===== src/rtl/aes_pkg.sv =====
// aes_pkg: shared AES sizes and the PKCS#7 pad-length rule used by the framer and the unpad stage
package aes_pkg;
  localparam int AES_BLOCK_BYTES = 16;
  localparam int AES256_KEY_BYTES = 32;
  function automatic logic [4:0] pkcs7_pad_len(input logic [3:0] c);
    return 5'd16 - {1'b0, c};
  endfunction
endpackage


===== src/rtl/aes256_cbc_pkcs7_pad.sv =====
// aes256_cbc_pkcs7_pad: byte AXIS framer (key, IV, message) adding PKCS#7 pad on encrypt or zero-fill on decrypt; ports Clk, Rst, S_axis_* in, M_axis_* out, Length_error pulse
module aes256_cbc_pkcs7_pad
  import aes_pkg::*;
#(
  parameter int AXIS_WIDTH = 8,
  parameter int KEY_BYTES = AES256_KEY_BYTES,
  parameter int BLOCK_BYTES = AES_BLOCK_BYTES
) (
  input  logic                  Clk,
  input  logic                  Rst,
  input  logic [AXIS_WIDTH-1:0] S_axis_tdata,
  input  logic                  S_axis_tvalid,
  output logic                  S_axis_tready,
  input  logic                  S_axis_tlast,
  input  logic                  S_axis_tkeep,
  input  logic                  S_axis_tuser,
  output logic [AXIS_WIDTH-1:0] M_axis_tdata,
  output logic                  M_axis_tvalid,
  input  logic                  M_axis_tready,
  output logic                  M_axis_tlast,
  output logic                  M_axis_tkeep,
  output logic                  M_axis_tuser,
  output logic                  Length_error
);
  if (AXIS_WIDTH != 8) begin : g_width_check
    $error("aes256_cbc_pkcs7_pad supports AXIS_WIDTH=8 only");
  end
  typedef enum logic [3:0] {
    ST_KEY  = 4'b0001,
    ST_IV   = 4'b0010,
    ST_DATA = 4'b0100,
    ST_PAD  = 4'b1000
  } state_t;
  state_t state, state_nxt;
  logic [5:0] byte_cnt;
  logic [3:0] blk_cnt;
  logic [3:0] c;
  logic [4:0] pad_cnt;
  logic [4:0] pad_len;
  logic [4:0] pad_new;
  logic encrypt_reg;
  logic s_xfer;
  logic key_last;
  logic iv_last;
  logic enter_pad;
  logic unused_tkeep;
  assign unused_tkeep = S_axis_tkeep;
  assign c = blk_cnt + 4'd1;
  assign s_xfer = S_axis_tvalid & S_axis_tready;
  assign key_last = byte_cnt == 6'(KEY_BYTES - 1);
  assign iv_last = byte_cnt == 6'(KEY_BYTES + BLOCK_BYTES - 1);
  assign enter_pad = state != ST_PAD && state_nxt == ST_PAD;
  assign pad_new = pkcs7_pad_len(state == ST_IV ? 4'd0 : c);
  always_ff @(posedge Clk)
    if (Rst) state <= ST_KEY;
    else state <= state_nxt;
  always_comb begin
    state_nxt = state;
    case (state)
      ST_KEY:  state_nxt = s_xfer && key_last ? ST_IV : ST_KEY;
      ST_IV:   state_nxt = !(s_xfer && iv_last) ? ST_IV : S_axis_tlast ? ST_PAD : ST_DATA;
      ST_DATA: state_nxt = !(s_xfer && S_axis_tlast) ? ST_DATA : (!encrypt_reg && c == 4'd0) ? ST_KEY : ST_PAD;
      ST_PAD:  state_nxt = M_axis_tready && pad_cnt == 5'd1 ? ST_KEY : ST_PAD;
      default: state_nxt = ST_KEY;
    endcase
  end
  always_comb begin
    S_axis_tready = !Rst && state != ST_PAD && M_axis_tready;
    M_axis_tvalid = !Rst && (state == ST_PAD || S_axis_tvalid);
    M_axis_tdata = state == ST_PAD ? (encrypt_reg ? AXIS_WIDTH'(pad_len) : '0) : S_axis_tdata;
    M_axis_tlast = state == ST_PAD ? pad_cnt == 5'd1 : state == ST_DATA && S_axis_tlast && !encrypt_reg && c == 4'd0;
    M_axis_tuser = state == ST_KEY && byte_cnt == 6'd0 ? S_axis_tuser : encrypt_reg;
    M_axis_tkeep = 1'b1;
  end
  always_ff @(posedge Clk)
    if (Rst) begin
      byte_cnt <= '0;
      blk_cnt <= '0;
      pad_cnt <= '0;
      pad_len <= '0;
      encrypt_reg <= 1'b0;
      Length_error <= 1'b0;
    end else begin
      if (s_xfer && state == ST_KEY && byte_cnt == 6'd0) encrypt_reg <= S_axis_tuser;
      if (s_xfer && (state == ST_KEY || state == ST_IV)) byte_cnt <= state == ST_IV && iv_last ? 6'd0 : byte_cnt + 6'd1;
      if (s_xfer && state == ST_IV) blk_cnt <= 4'd0;
      else if (s_xfer && state == ST_DATA) blk_cnt <= c;
      if (enter_pad) begin
        pad_cnt <= pad_new;
        pad_len <= pad_new;
      end else if (state == ST_PAD && M_axis_tready) pad_cnt <= pad_cnt - 5'd1;
      Length_error <= enter_pad && !encrypt_reg;
    end
endmodule


===== config.mk =====
export PLATFORM = sky130hd
export DESIGN_NAME = aes256_cbc_pkcs7_pad
export DESIGN_NICKNAME = d
export VERILOG_FILES = /design/src/rtl/aes_pkg.sv /design/src/rtl/aes256_cbc_pkcs7_pad.sv
export SDC_FILE = /design/constraint.sdc
export NUM_CORES = 1
export LEC_CHECK = 0
export CORE_MARGIN = 4
export CORE_UTILIZATION = 43
export CTS_BUF_LIST = sky130_fd_sc_hd__clkbuf_4
export CTS_CLUSTER_DIAMETER = 200
export CTS_CLUSTER_SIZE = 8
export DETAILED_ROUTE_END_ITERATION = 7
export PLACE_DENSITY = 0.68
export REMOVE_ABC_BUFFERS = 1
export SLEW_MARGIN = 0
export SYNTH_ARGS = -nofsm -noshare
export SYNTH_HDL_FRONTEND = slang
export SYNTH_SLANG_ARGS = --single-unit

===== constraint.sdc =====
create_clock -name Clk -period 6.9 [get_ports Clk]
set_input_delay 0.69 -clock Clk [delete_from_list [all_inputs] [get_ports Clk]]
set_output_delay 0.69 -clock Clk [all_outputs]
set_load 0.01 [all_outputs]

# Yosys cells after proc, flatten, opt, wreduce, memory -nomap -nowiden
# Cells that the tools add are included.
# totals
ff_bits	26
word_cells	65
# op_classes
n_addsub	4
n_eq_ne	9
n_reduce_logical	29
n_mux	15
bitwise	1
# op_table
cell	count
$mux W4	6
$logic_and A1 B1 Y1	21
$pmux W4 S4	1
$mux W5	3
$eq A4 B4 Y1 const B	2
$mux W8	1
$add A6 B1 Y6 const B	1
$eq A6 B5 Y1 const B	1
$eq A6 B6 Y1 const B	1
$logic_not A6 Y1	1
$mux W6	1
$eq A5 B1 Y1 const B	1
$sub A5 B1 Y5 const B	1
$sub A5 B4 Y5 const A	1
$add A4 B1 Y4 const B	1
$eq A4 B1 Y1 const B	1
$eq A4 B2 Y1 const B	1
$eq A4 B3 Y1 const B	1
$logic_not A4 Y1	1
$ne A4 B4 Y1 const B	1
$logic_not A1 Y1	2
$logic_or A1 B1 Y1	2
$mux W1	2
$mux W2	1
3 further kinds	3

# Depth between registers and ports, before layout
# Gate-level depths: netlist of the first run.
# logic_depth
depth_word	10
mapped_depth	8

# Worst setup path before layout of the first run
# No wires, ideal clock.
# synth_timing
path_type	input to register
startpoint	in M_axis_tready
endpoint	reg pad_cnt[4]
path_stages	7
setup_slack_ns	4.445
n_path_buf	2
arrival_time_ns	2.329
required_time_ns	6.774
cell_sequence	buf_2 > nand3b_4 > o31a_1 > or4_1 > a2111o_1 > buf_6 > mux2i_1
# synth_via
elab_chain_cells	8
# synth_rtl
element	line_no	source
from (decl)	aes256_cbc_pkcs7_pad.sv:19	input logic M_axis_tready,
$logic_and A1 B1 Y1	aes256_cbc_pkcs7_pad.sv:68	S_axis_tready = !Rst && state != ST_PAD && M_axis_tready;
$and A1 B1 Y1	aes256_cbc_pkcs7_pad.sv:49	assign s_xfer = S_axis_tvalid & S_axis_tready;
$logic_and A1 B1 Y1 (on tied branches)	aes256_cbc_pkcs7_pad.sv:62, aes256_cbc_pkcs7_pad.sv:60, aes256_cbc_pkcs7_pad.sv:61	
$mux W4, or another cell as far along	aes256_cbc_pkcs7_pad.sv:62	ST_DATA: state_nxt = !(s_xfer && S_axis_tlast) ? ST_DATA : (!encrypt_reg && c == 4'd0) ? ST_KEY : ST_PAD;
$pmux W4 S4	aes256_cbc_pkcs7_pad.sv:59	case (state)
$eq A4 B4 Y1	aes256_cbc_pkcs7_pad.sv:52	assign enter_pad = state != ST_PAD && state_nxt == ST_PAD;
$logic_and A1 B1 Y1	aes256_cbc_pkcs7_pad.sv:52	
$mux W5 or $reduce_bool A2 Y1 (tied branches)	--	
to (signal assigned)	aes256_cbc_pkcs7_pad.sv:89	pad_cnt <= pad_new;
to (signal assigned)	aes256_cbc_pkcs7_pad.sv:91	end else if (state == ST_PAD && M_axis_tready) pad_cnt <= pad_cnt - 5'd1;
to (decl)	aes256_cbc_pkcs7_pad.sv:38	logic [4:0] pad_cnt;
# Parallel ways exist; a longest one is shown, timed or not.
# A chain may end at the register's enable or synchronous reset.

# Worst setup path after layout of the first run
# layout_timing
startpoint	reg byte_cnt[0]
endpoint	out M_axis_tuser
# layout_via
elab_chain_cells	3
# layout_rtl
element	line_no	source
from (decl)	aes256_cbc_pkcs7_pad.sv:35	logic [5:0] byte_cnt;
from (signal assigned)	aes256_cbc_pkcs7_pad.sv:85	if (s_xfer && (state == ST_KEY || state == ST_IV)) byte_cnt <= state == ST_IV && iv_last ? 6'd0 : byte_cnt + 6 ...
$logic_not A6 Y1	aes256_cbc_pkcs7_pad.sv:72	M_axis_tuser = state == ST_KEY && byte_cnt == 6'd0 ? S_axis_tuser : encrypt_reg;
$logic_and A1 B1 Y1	aes256_cbc_pkcs7_pad.sv:72	
$mux W1	aes256_cbc_pkcs7_pad.sv:72	
to (decl)	aes256_cbc_pkcs7_pad.sv:22	output logic M_axis_tuser,
# Every way passes these cells.

==> results of run 1 <==
## final cells by class
class	instances	area share
inverter	6	0.0113
tap	48	0.0300
sequential	26	0.260
multi-input combinational	161	0.548
clock buffer	3	0.0113
timing repair buffer	28	0.138
clock inverter	1	0.00188
## routing by layer
metal / vias to the layer above / GRT usage / part of all wire
met5: - / 0 / 0
met4: 0 / 0.0313 / 0.0058
met3: 2 / 0.0224 / 0.053
met2: 29 / 0.219 / 0.44
met1: 646 / 0.218 / 0.50
li1: 766 / - / -
## Yosys cell counts, types with 2 or more instances
cell	instances	area, µm²
a211oi_1	3	22.5
buf_4	2	15.0
mux2_2	3	33.8
dfxtp_1	26	521
clkbuf_1	9	33.8
buf_6	2	22.5
nand2b_1	9	56.3
nand3_1	10	50.1
nor2_1	17	63.8
mux2i_1	8	80.1
o21ai_0	4	20.0
or4b_2	3	30.0
xnor2_1	7	61.3
xor2_1	5	43.8
nor4_2	2	25.0
nand2_1	27	101
ha_1	7	87.6
buf_2	3	15.0
inv_1	6	22.5
a311oi_1	4	35.0
nor3_1	7	35.0
nand4_1	5	31.3
and2_1	4	25.0
a21oi_1	8	40.0
or4_1	3	22.5
nor4b_1	3	26.3
nor2b_1	2	12.5
## cells in the final DEF, fill, tap and decap left out, types with 2 or more instances in the layout
cell,count
nor4b_1,3
xor2_1,5
ha_1,7
nand3_1,10
dfxtp_1,26
a211oi_1,3
and2_1,4
nor4_2,2
clkdlybuf4s50_1,26
nand2_1,27
or4b_2,3
xnor2_1,7
a311oi_1,4
nand2b_1,9
or4_1,3
nor3_1,7
o21ai_0,4
mux2_2,3
a21oi_1,8
nor2b_1,2
mux2i_1,8
buf_4,2
inv_1,6
clkbuf_4,3
nor2_1,17
nand4_1,5
## final timing paths
path	endpoint	cells after the start	from	slack (ns)
worst min-delay path	pad_len[2]$_SDFFE_PP0P_	2	pad_len[2]$_SDFFE_PP0P_	0.49
worst max register to register	pad_cnt[1]$_SDFFE_PP0P_	5	state[1]$_SDFF_PP0_	4.10
worst max-delay path	M_axis_tuser	6	byte_cnt[0]$_SDFFE_PP0P_	3.53
worst min register to register	pad_len[2]$_SDFFE_PP0P_	2	pad_len[2]$_SDFFE_PP0P_	0.49
## worst max-delay path, delay by kind of cell (launching register included)
kind	cells	cell delay, ns
simple gates	2	0.88
buf+inv	2	0.56
flops	1	0.38
mux	1	0.38
fa+ha+maj	1	0.14
## per-stage QoR
| stage | total power [mW] | instances | hold WS, ns |
|---|---|---|---|
| finish | 0.250 | 273 | 0.492 |
| global route | 0.260 | 273 | 0.518 |
| CTS | 0.253 | 273 | 0.492 |
| detailed placement | 0.185 | 269 | 0.470 |
| global placement | 0.184 | 269 | 0.463 |
| floorplan | 0.165 | 193 | 0.452 |
## cell families after synthesis
family / share of synthesized area
and+or+nand+nor: 0.341
AOI/OAI and AO/OA: 0.114
DFF: 0.302
buffers and inverters: 0.0631
xor gates and xnor gates: 0.0610
muxes: 0.0660
adders and majority gates: 0.0508
other: 0.00217
## where the power goes
| part | leakage [nW] | switching, mW | internal [mW] | total, mW |
|---|---|---|---|---|
| Sequential | 0.210 | 0.00100 | 0.151 | 0.152 |
| Combinational | 0.546 | 0.0123 | 0.0171 | 0.0294 |
| Clock | 0.0154 | 0.0480 | 0.0212 | 0.0692 |
==> report_table.html, run 1 <==
<table>
<tr><th>Metric</th><th>Value</th></tr>
<tr><th colspan="2">Outcome</th></tr>
<tr><td>Run status</td><td>completed</td></tr>
<tr><th colspan="2">Timing</th></tr>
<tr><td>Worst Slack Setup Final</td><td>3.53 ns</td></tr>
<tr><td>Headroom to the max-slew limit</td><td>0.478</td></tr>
<tr><td>Slew Viols, Final</td><td>0</td></tr>
<tr><td>Setup Skew</td><td>0.00929 ns</td></tr>
<tr><td>Total Negative Setup Slacks</td><td>0 ns</td></tr>
<tr><td>Fraction of the cycle the final worst path needs</td><td>0.488</td></tr>
<tr><td>Final-report setup violation count</td><td>0</td></tr>
<tr><td>Maximum operating frequency</td><td>0.297 GHz</td></tr>
<tr><td>Final min period</td><td>3.37 ns</td></tr>
<tr><td>Number of hold-slack violations in the final timing report</td><td>0</td></tr>
<tr><td>Setup repair after global routing missed its margin</td><td>false</td></tr>
<tr><td>Worst-Margin Slew</td><td>0.773 ns</td></tr>
<tr><th colspan="2">Finish</th></tr>
<tr><td>Flip-flop count of the largest register, all copies and words added</td><td>6</td></tr>
<tr><td>Multi-input gate area</td><td>1090 µm²</td></tr>
<tr><td>Final design area excluding fillers</td><td>2000 µm²</td></tr>
<tr><td>Top register by number of flip-flops</td><td>byte_cnt</td></tr>
<tr><td>Net count, final</td><td>248</td></tr>
<tr><td>Number of inserted diodes</td><td>0</td></tr>
<tr><td>Area growth from synthesis to final layout</td><td>16.0%</td></tr>
<tr><td>Layout cells sized above 1</td><td>0.0844</td></tr>
<tr><td>Area occupied by registers</td><td>520 µm²</td></tr>
<tr><td>Final core utilization</td><td>0.530</td></tr>
<tr><td>Fillers</td><td>368</td></tr>
<tr><td>Registers with the most flip-flops</td><td>byte_cnt: 6 flops, pad_cnt: 5 flops, pad_len: 5 flops</td></tr>
<tr><th colspan="2">Global routing</th></tr>
<tr><td>Largest net degree at the start of global routing</td><td>27</td></tr>
<tr><td>Global-route wire length before repair</td><td>6150 µm</td></tr>
<tr><td>Global-route congestion overflow total</td><td>0</td></tr>
<tr><td>Via count of the first global-routing pass</td><td>1300</td></tr>
<tr><td>Antenna violations before repair</td><td>0</td></tr>
<tr><td>Total routing resource utilization after global routing</td><td>0.146</td></tr>
<tr><th colspan="2">Worst setup path</th></tr>
<tr><td>Worst EP arrival</td><td>2.68 ns</td></tr>
<tr><td>Sequence of cells on the critical path</td><td>inv_1, ha_1, or4b_2, nor3_1, mux2_2, clkdlybuf4s50_1</td></tr>
<tr><td>Worst-path cell with the longest stage delay</td><td>or4b_2</td></tr>
<tr><td>Slowest stage delay, CP</td><td>0.58 ns</td></tr>
<tr><td>Crit start category</td><td>register</td></tr>
<tr><td>Required time at the worst-slack endpoint</td><td>6.21 ns</td></tr>
<tr><td>Worst Setup End Kind</td><td>output port</td></tr>
<tr><td>Worst Setup Path Type</td><td>reg2out</td></tr>
<tr><td>Max FO, Critical Path</td><td>5</td></tr>
<tr><th colspan="2">Clocking</th></tr>
<tr><td>TritonCTS clock tree</td><td>yes</td></tr>
<tr><td>Clock network latency to the later pin of the worst-skew pair</td><td>0.33 ns</td></tr>
<tr><td>Htree depth</td><td>1</td></tr>
<tr><td>Clock buffer count from CTS</td><td>3</td></tr>
<tr><td>Post-cts repair resize count</td><td>0</td></tr>
<tr><td>Number of hold buffers added after CTS</td><td>0</td></tr>
<tr><td>Maximum buffer depth of the clock tree</td><td>2</td></tr>
<tr><td>Clk slew on worst S/H paths</td><td>0.15 ns</td></tr>
<tr><td>Clk root buf</td><td>clkbuf_4</td></tr>
<tr><td>Post-CTS Setup Inserts</td><td>0</td></tr>
<tr><td>Sink count of the clock tree</td><td>26</td></tr>
<tr><th colspan="2">Yosys</th></tr>
<tr><td>Dominant synthesized flop cell</td><td>dfxtp_1</td></tr>
<tr><td>Post-synth EDFFs</td><td>0</td></tr>
<tr><td>Count of mapped cells out of synthesis</td><td>209</td></tr>
<tr><td>FFs w/ async S/R, synth</td><td>0</td></tr>
<tr><td>Cell Area, Synth</td><td>1720 µm²</td></tr>
<tr><td>Sequential cell area fraction in the yosys report</td><td>0.302</td></tr>
<tr><td>Count of state elements after synthesis</td><td>26</td></tr>
<tr><td>Yosys Warn Count</td><td>0</td></tr>
<tr><td>Average size of a mapped cell</td><td>8.25 µm²</td></tr>
<tr><td>Distinct cell type count after synthesis</td><td>47</td></tr>
<tr><th colspan="2">Routing</th></tr>
<tr><td>Detailed-route vias per instance</td><td>5.29</td></tr>
<tr><td>Drt first pass iters</td><td>4</td></tr>
<tr><td>Residual antenna-violating net count after detailed routing</td><td>0</td></tr>
<tr><td>Count of vias placed by the detailed router</td><td>1443</td></tr>
<tr><td>Post-Route WL</td><td>3640 µm</td></tr>
<tr><td>Routed wirelength normalized by instance count</td><td>13.3 µm</td></tr>
<tr><td>Remaining routing DRC violations</td><td>0</td></tr>
<tr><td>Violation count after the first detailed-routing iteration</td><td>42</td></tr>
<tr><th colspan="2">Power</th></tr>
<tr><td>Pwr per Cell Area</td><td>125 nW/µm²</td></tr>
<tr><td>Peak ir drop on the vdd network</td><td>0.0000689 V</td></tr>
<tr><td>Static Leak</td><td>0.771 nW</td></tr>
<tr><th colspan="2">Floorplan</th></tr>
<tr><td># IOs</td><td>29</td></tr>
<tr><td>Total number of placement rows</td><td>22</td></tr>
<tr><td>Effective utilization at floorplan</td><td>0.457</td></tr>
<tr><td>Die width</td><td>71.3 µm</td></tr>
<tr><td>Area of the die</td><td>5090 µm²</td></tr>
<tr><td>Vert. Die Dim</td><td>71.3 µm</td></tr>
<tr><td>Area of the placeable core</td><td>3770 µm²</td></tr>
<tr><th colspan="2">Placed design</th></tr>
<tr><td>Placed Instance Area</td><td>1970 µm²</td></tr>
<tr><td>Pre-CTS setup slack</td><td>3.52 ns</td></tr>
<tr><td>Number of input and output port buffers inserted</td><td>26</td></tr>
<tr><td>Final weighted congestion in routability-driven placement</td><td>0.827</td></tr>
<tr><td>Post-DP HPWL</td><td>2610 µm</td></tr>
<tr><th colspan="2">Hold path</th></tr>
<tr><td>Hold crit path type</td><td>reg2reg</td></tr>
<tr><th colspan="2">Job</th></tr>
<tr><td>Max-capacitance violation count</td><td>0</td></tr>
</table>
Power figures use the tool's default switching activity.
==> run 2: changes to the inputs <==
Clock period 6.9 ns to 3.44 ns, I/O delays scaled along.
==> run 2 against run 1 <==
Clock power rose by 86%; first-iteration DRC count rose by 90%; critical path type unchanged; final area rose by 0.56%; power rose by 97%; worst hold slack got worse by 0.0029 ns; critical path depth did not move; die area did not move; critical endpoint is now M_axis_tlast; clock-buffer cell count did not move.
==> report_table.html, run 2 (synthesis gave the netlist of run 1 again) <==
<table>
<tr><th>Metric</th><th>Value</th></tr>
<tr><th colspan="2">Clocking</th></tr>
<tr><td>Clock buffer count from CTS</td><td>3 (unchanged)</td></tr>
<tr><td>Sink count of the clock tree</td><td>26 (unchanged)</td></tr>
<tr><td>Post-CTS Setup Inserts</td><td>0 (unchanged)</td></tr>
<tr><td>Post-cts repair resize count</td><td>0 (unchanged)</td></tr>
<tr><td>Clock network latency to the later pin of the worst-skew pair</td><td>0.31 ns (-0.02 ns)</td></tr>
<tr><td>TritonCTS clock tree</td><td>yes</td></tr>
<tr><td>Maximum buffer depth of the clock tree</td><td>2 (unchanged)</td></tr>
<tr><td>Number of hold buffers added after CTS</td><td>0 (unchanged)</td></tr>
<tr><td>Htree depth</td><td>1 (unchanged)</td></tr>
<tr><td>Clk root buf</td><td>clkbuf_4</td></tr>
<tr><td>Clk slew on worst S/H paths</td><td>0.14 ns (about the same)</td></tr>
<tr><th colspan="2">Global routing</th></tr>
<tr><td>Antenna violations before repair</td><td>0 (unchanged)</td></tr>
<tr><td>Global-route wire length before repair</td><td>6300 µm (+2.5%)</td></tr>
<tr><td>Total routing resource utilization after global routing</td><td>0.148 (+0.00253)</td></tr>
<tr><td>Global-route congestion overflow total</td><td>0 (unchanged)</td></tr>
<tr><td>Via count of the first global-routing pass</td><td>1329 (+2.2%)</td></tr>
<tr><td>Largest net degree at the start of global routing</td><td>26 (-3.7%)</td></tr>
<tr><th colspan="2">Placed design</th></tr>
<tr><td>Placed Instance Area</td><td>1990 µm² (+0.76%)</td></tr>
<tr><td>Post-DP HPWL</td><td>2680 µm (+2.5%)</td></tr>
<tr><td>Final weighted congestion in routability-driven placement</td><td>0.783 (-5.2%)</td></tr>
<tr><td>Number of input and output port buffers inserted</td><td>26 (unchanged)</td></tr>
<tr><th colspan="2">Routing</th></tr>
<tr><td>Count of vias placed by the detailed router</td><td>1479 (+2.5%)</td></tr>
<tr><td>Routed wirelength normalized by instance count</td><td>13.6 µm (+1.9%)</td></tr>
<tr><td>Post-Route WL</td><td>3720 µm (+2.3%)</td></tr>
<tr><td>Detailed-route vias per instance</td><td>5.40 (+2.1%)</td></tr>
<tr><td>Remaining routing DRC violations</td><td>0 (unchanged)</td></tr>
<tr><td>Residual antenna-violating net count after detailed routing</td><td>0 (unchanged)</td></tr>
<tr><td>Violation count after the first detailed-routing iteration</td><td>80 (+90%)</td></tr>
<tr><td>Drt first pass iters</td><td>4 (unchanged)</td></tr>
<tr><th colspan="2">Worst setup path</th></tr>
<tr><td>Endpoint of the lowest-slack register-to-register path</td><td>pad_len[1]$_SDFFE_PP0P_</td></tr>
<tr><td>Worst Setup End Kind</td><td>output port</td></tr>
<tr><td>Worst Setup Path Type</td><td>reg2out</td></tr>
<tr><td>Slowest stage delay, CP</td><td>0.54 ns (-0.04 ns)</td></tr>
<tr><td>Sequence of cells on the critical path</td><td>ha_1, a21boi_0, a21oi_1, o21ai_0, a22o_1, clkdlybuf4s50_1</td></tr>
<tr><td>Crit start category</td><td>register</td></tr>
<tr><td>Timing startpoint of the critical path</td><td>blk_cnt[0]$_SDFFE_PP0P_</td></tr>
<tr><td>Required time at the worst-slack endpoint</td><td>3.10 ns (-3.11 ns)</td></tr>
<tr><td>Reg2reg setup slack</td><td>0.72 ns (-3.38 ns)</td></tr>
<tr><td>Max FO, Critical Path</td><td>9 (+4)</td></tr>
<tr><td>Origin of the critical flop-to-flop path</td><td>state[2]$_SDFF_PP0_</td></tr>
<tr><td>Worst-path cell with the longest stage delay</td><td>clkdlybuf4s50_1</td></tr>
<tr><td>Worst EP arrival</td><td>2.65 ns (-0.03 ns)</td></tr>
<tr><td>Reg2reg path depth</td><td>5 (unchanged)</td></tr>
<tr><th colspan="2">Finish</th></tr>
<tr><td>Registers with the most flip-flops</td><td>byte_cnt: 6 flops, pad_cnt: 5 flops, pad_len: 5 flops</td></tr>
<tr><td>Multi-input gate area</td><td>1090 µm² (unchanged)</td></tr>
<tr><td>Area growth from synthesis to final layout</td><td>16.6%</td></tr>
<tr><td>Most frequent cells in the layout</td><td>nand2_1 (27), dfxtp_1 (26), clkdlybuf4s50_1 (26)</td></tr>
<tr><td>Fillers</td><td>364 (-1.1%)</td></tr>
<tr><td>Top register by number of flip-flops</td><td>byte_cnt</td></tr>
<tr><td>Most common cell after layout, fill and taps aside</td><td>nand2_1</td></tr>
<tr><td>Flip-flop count of the largest register, all copies and words added</td><td>6 (unchanged)</td></tr>
<tr><td>Final design area excluding fillers</td><td>2010 µm² (+0.56%)</td></tr>
<tr><td>Area occupied by registers</td><td>520 µm² (unchanged)</td></tr>
<tr><td>Layout cells sized above 1</td><td>0.0929 (+0.00848)</td></tr>
<tr><td>Number of inserted diodes</td><td>0 (unchanged)</td></tr>
<tr><td>Net count, final</td><td>250 (+0.81%)</td></tr>
<tr><th colspan="2">Timing</th></tr>
<tr><td>Final-report setup violation count</td><td>0 (unchanged)</td></tr>
<tr><td>Worst-Margin Slew</td><td>0.787 ns (+0.0149 ns)</td></tr>
<tr><td>Setup repair after global routing missed its margin</td><td>false</td></tr>
<tr><td>Fraction of the cycle the final worst path needs</td><td>0.872</td></tr>
<tr><td>Maximum operating frequency</td><td>0.333 GHz</td></tr>
<tr><td>Hold_ws</td><td>0.489 ns (-0.00287 ns)</td></tr>
<tr><td>Headroom to the max-slew limit</td><td>0.468 (-0.0101)</td></tr>
<tr><td>Total Negative Setup Slacks</td><td>0 ns (unchanged)</td></tr>
<tr><td>Setup Skew</td><td>0.00239 ns (-0.00690 ns)</td></tr>
<tr><td>Final min period</td><td>3.00 ns</td></tr>
<tr><td>Number of hold-slack violations in the final timing report</td><td>0 (unchanged)</td></tr>
<tr><td>Slew Viols, Final</td><td>0 (unchanged)</td></tr>
<tr><th colspan="2">Floorplan</th></tr>
<tr><td>Area of the die</td><td>5090 µm² (unchanged)</td></tr>
<tr><td>Effective utilization at floorplan</td><td>0.457 (unchanged)</td></tr>
<tr><td>Vert. Die Dim</td><td>71.3 µm (unchanged)</td></tr>
<tr><td># IOs</td><td>29 (unchanged)</td></tr>
<tr><td>Die width</td><td>71.3 µm (unchanged)</td></tr>
<tr><td>Total number of placement rows</td><td>22 (unchanged)</td></tr>
<tr><td>Area of the placeable core</td><td>3770 µm² (unchanged)</td></tr>
<tr><th colspan="2">Power</th></tr>
<tr><td>Static Leak</td><td>0.780 nW (+1.1%)</td></tr>
<tr><td>Peak ir drop on the vdd network</td><td>0.000148 V (+110%)</td></tr>
<tr><td>Pwr per Cell Area</td><td>245 nW/µm² (+96%)</td></tr>
<tr><th colspan="2">Hold path</th></tr>
<tr><td>Hold crit path type</td><td>reg2reg</td></tr>
<tr><td>Worst hold path cell count</td><td>2 (unchanged)</td></tr>
<tr><td>Launch instance of the worst min-delay path</td><td>pad_len[4]$_SDFFE_PP0P_</td></tr>
<tr><td>Destination of the worst hold path</td><td>pad_len[4]$_SDFFE_PP0P_</td></tr>
<tr><th colspan="2">Job</th></tr>
<tr><td>Max-capacitance violation count</td><td>0 (unchanged)</td></tr>
<tr><th colspan="2">Outcome</th></tr>
<tr><td>Run status</td><td>completed</td></tr>
</table>
run 2: changes by cell type in the layout (fill, tap and decap cells not counted), sizes merged:
cell | previous run | this run
buf | 2 | 4
clkinv | 1 | 0
run 2: stage by stage:
step / cells / setup slack [ns] / power, mW / util
2_1_floorplan: 193 / 0.952 / 0.331 / -
5_1_grt: 274 / 0.284 / 0.514 / 0.533
6_report: 274 / 0.441 / 0.493 / 0.533
4_1_cts: 274 / 0.452 / 0.498 / 0.533
3_3_place_gp: 271 / 0.609 / 0.371 / 0.527
3_5_place_dp: 271 / 0.612 / 0.371 / 0.527
run 2: power by group:
part | switching (mW) | internal, mW
clock | 0.0885 | 0.0409
sequential | 0.00208 | 0.302
combinational | 0.0244 | 0.0351
total | 0.115 | 0.378
run 2: area by class of cell:
class | count | area share
Clock buffer | 3 | 0.0112
Multi-Input combinational cell | 161 | 0.544
Tap cell | 48 | 0.0299
Timing Repair Buffer | 30 | 0.144
Sequential cell | 26 | 0.259
Inverter | 6 | 0.0112
run 2: worst max-delay path, delay by kind of cell (launching register included):
kind            cells  cell delay, ns
buf+inv             1            0.54
compound gates      4            0.95
fa+ha+maj           1            0.36
flops               1            0.50
run 2: layer usage:
layer / global-route usage / part of all wire / wire length (µm)
met1: 0.217 / 0.49 / 1830
met5: 0 / 0 / 0
met3: 0.0210 / 0.056 / 210
met4: 0.0313 / 0.011 / 42
met2: 0.230 / 0.44 / 1630
run 2: worst max-delay path by stage:
stage,endpoint
floorplan,pad_cnt[1]$_SDFFE_PP0P_
global placement,pad_len[1]$_SDFFE_PP0P_
detailed placement,pad_len[1]$_SDFFE_PP0P_
CTS,M_axis_tuser
global route,M_axis_tuser
finish,M_axis_tlast
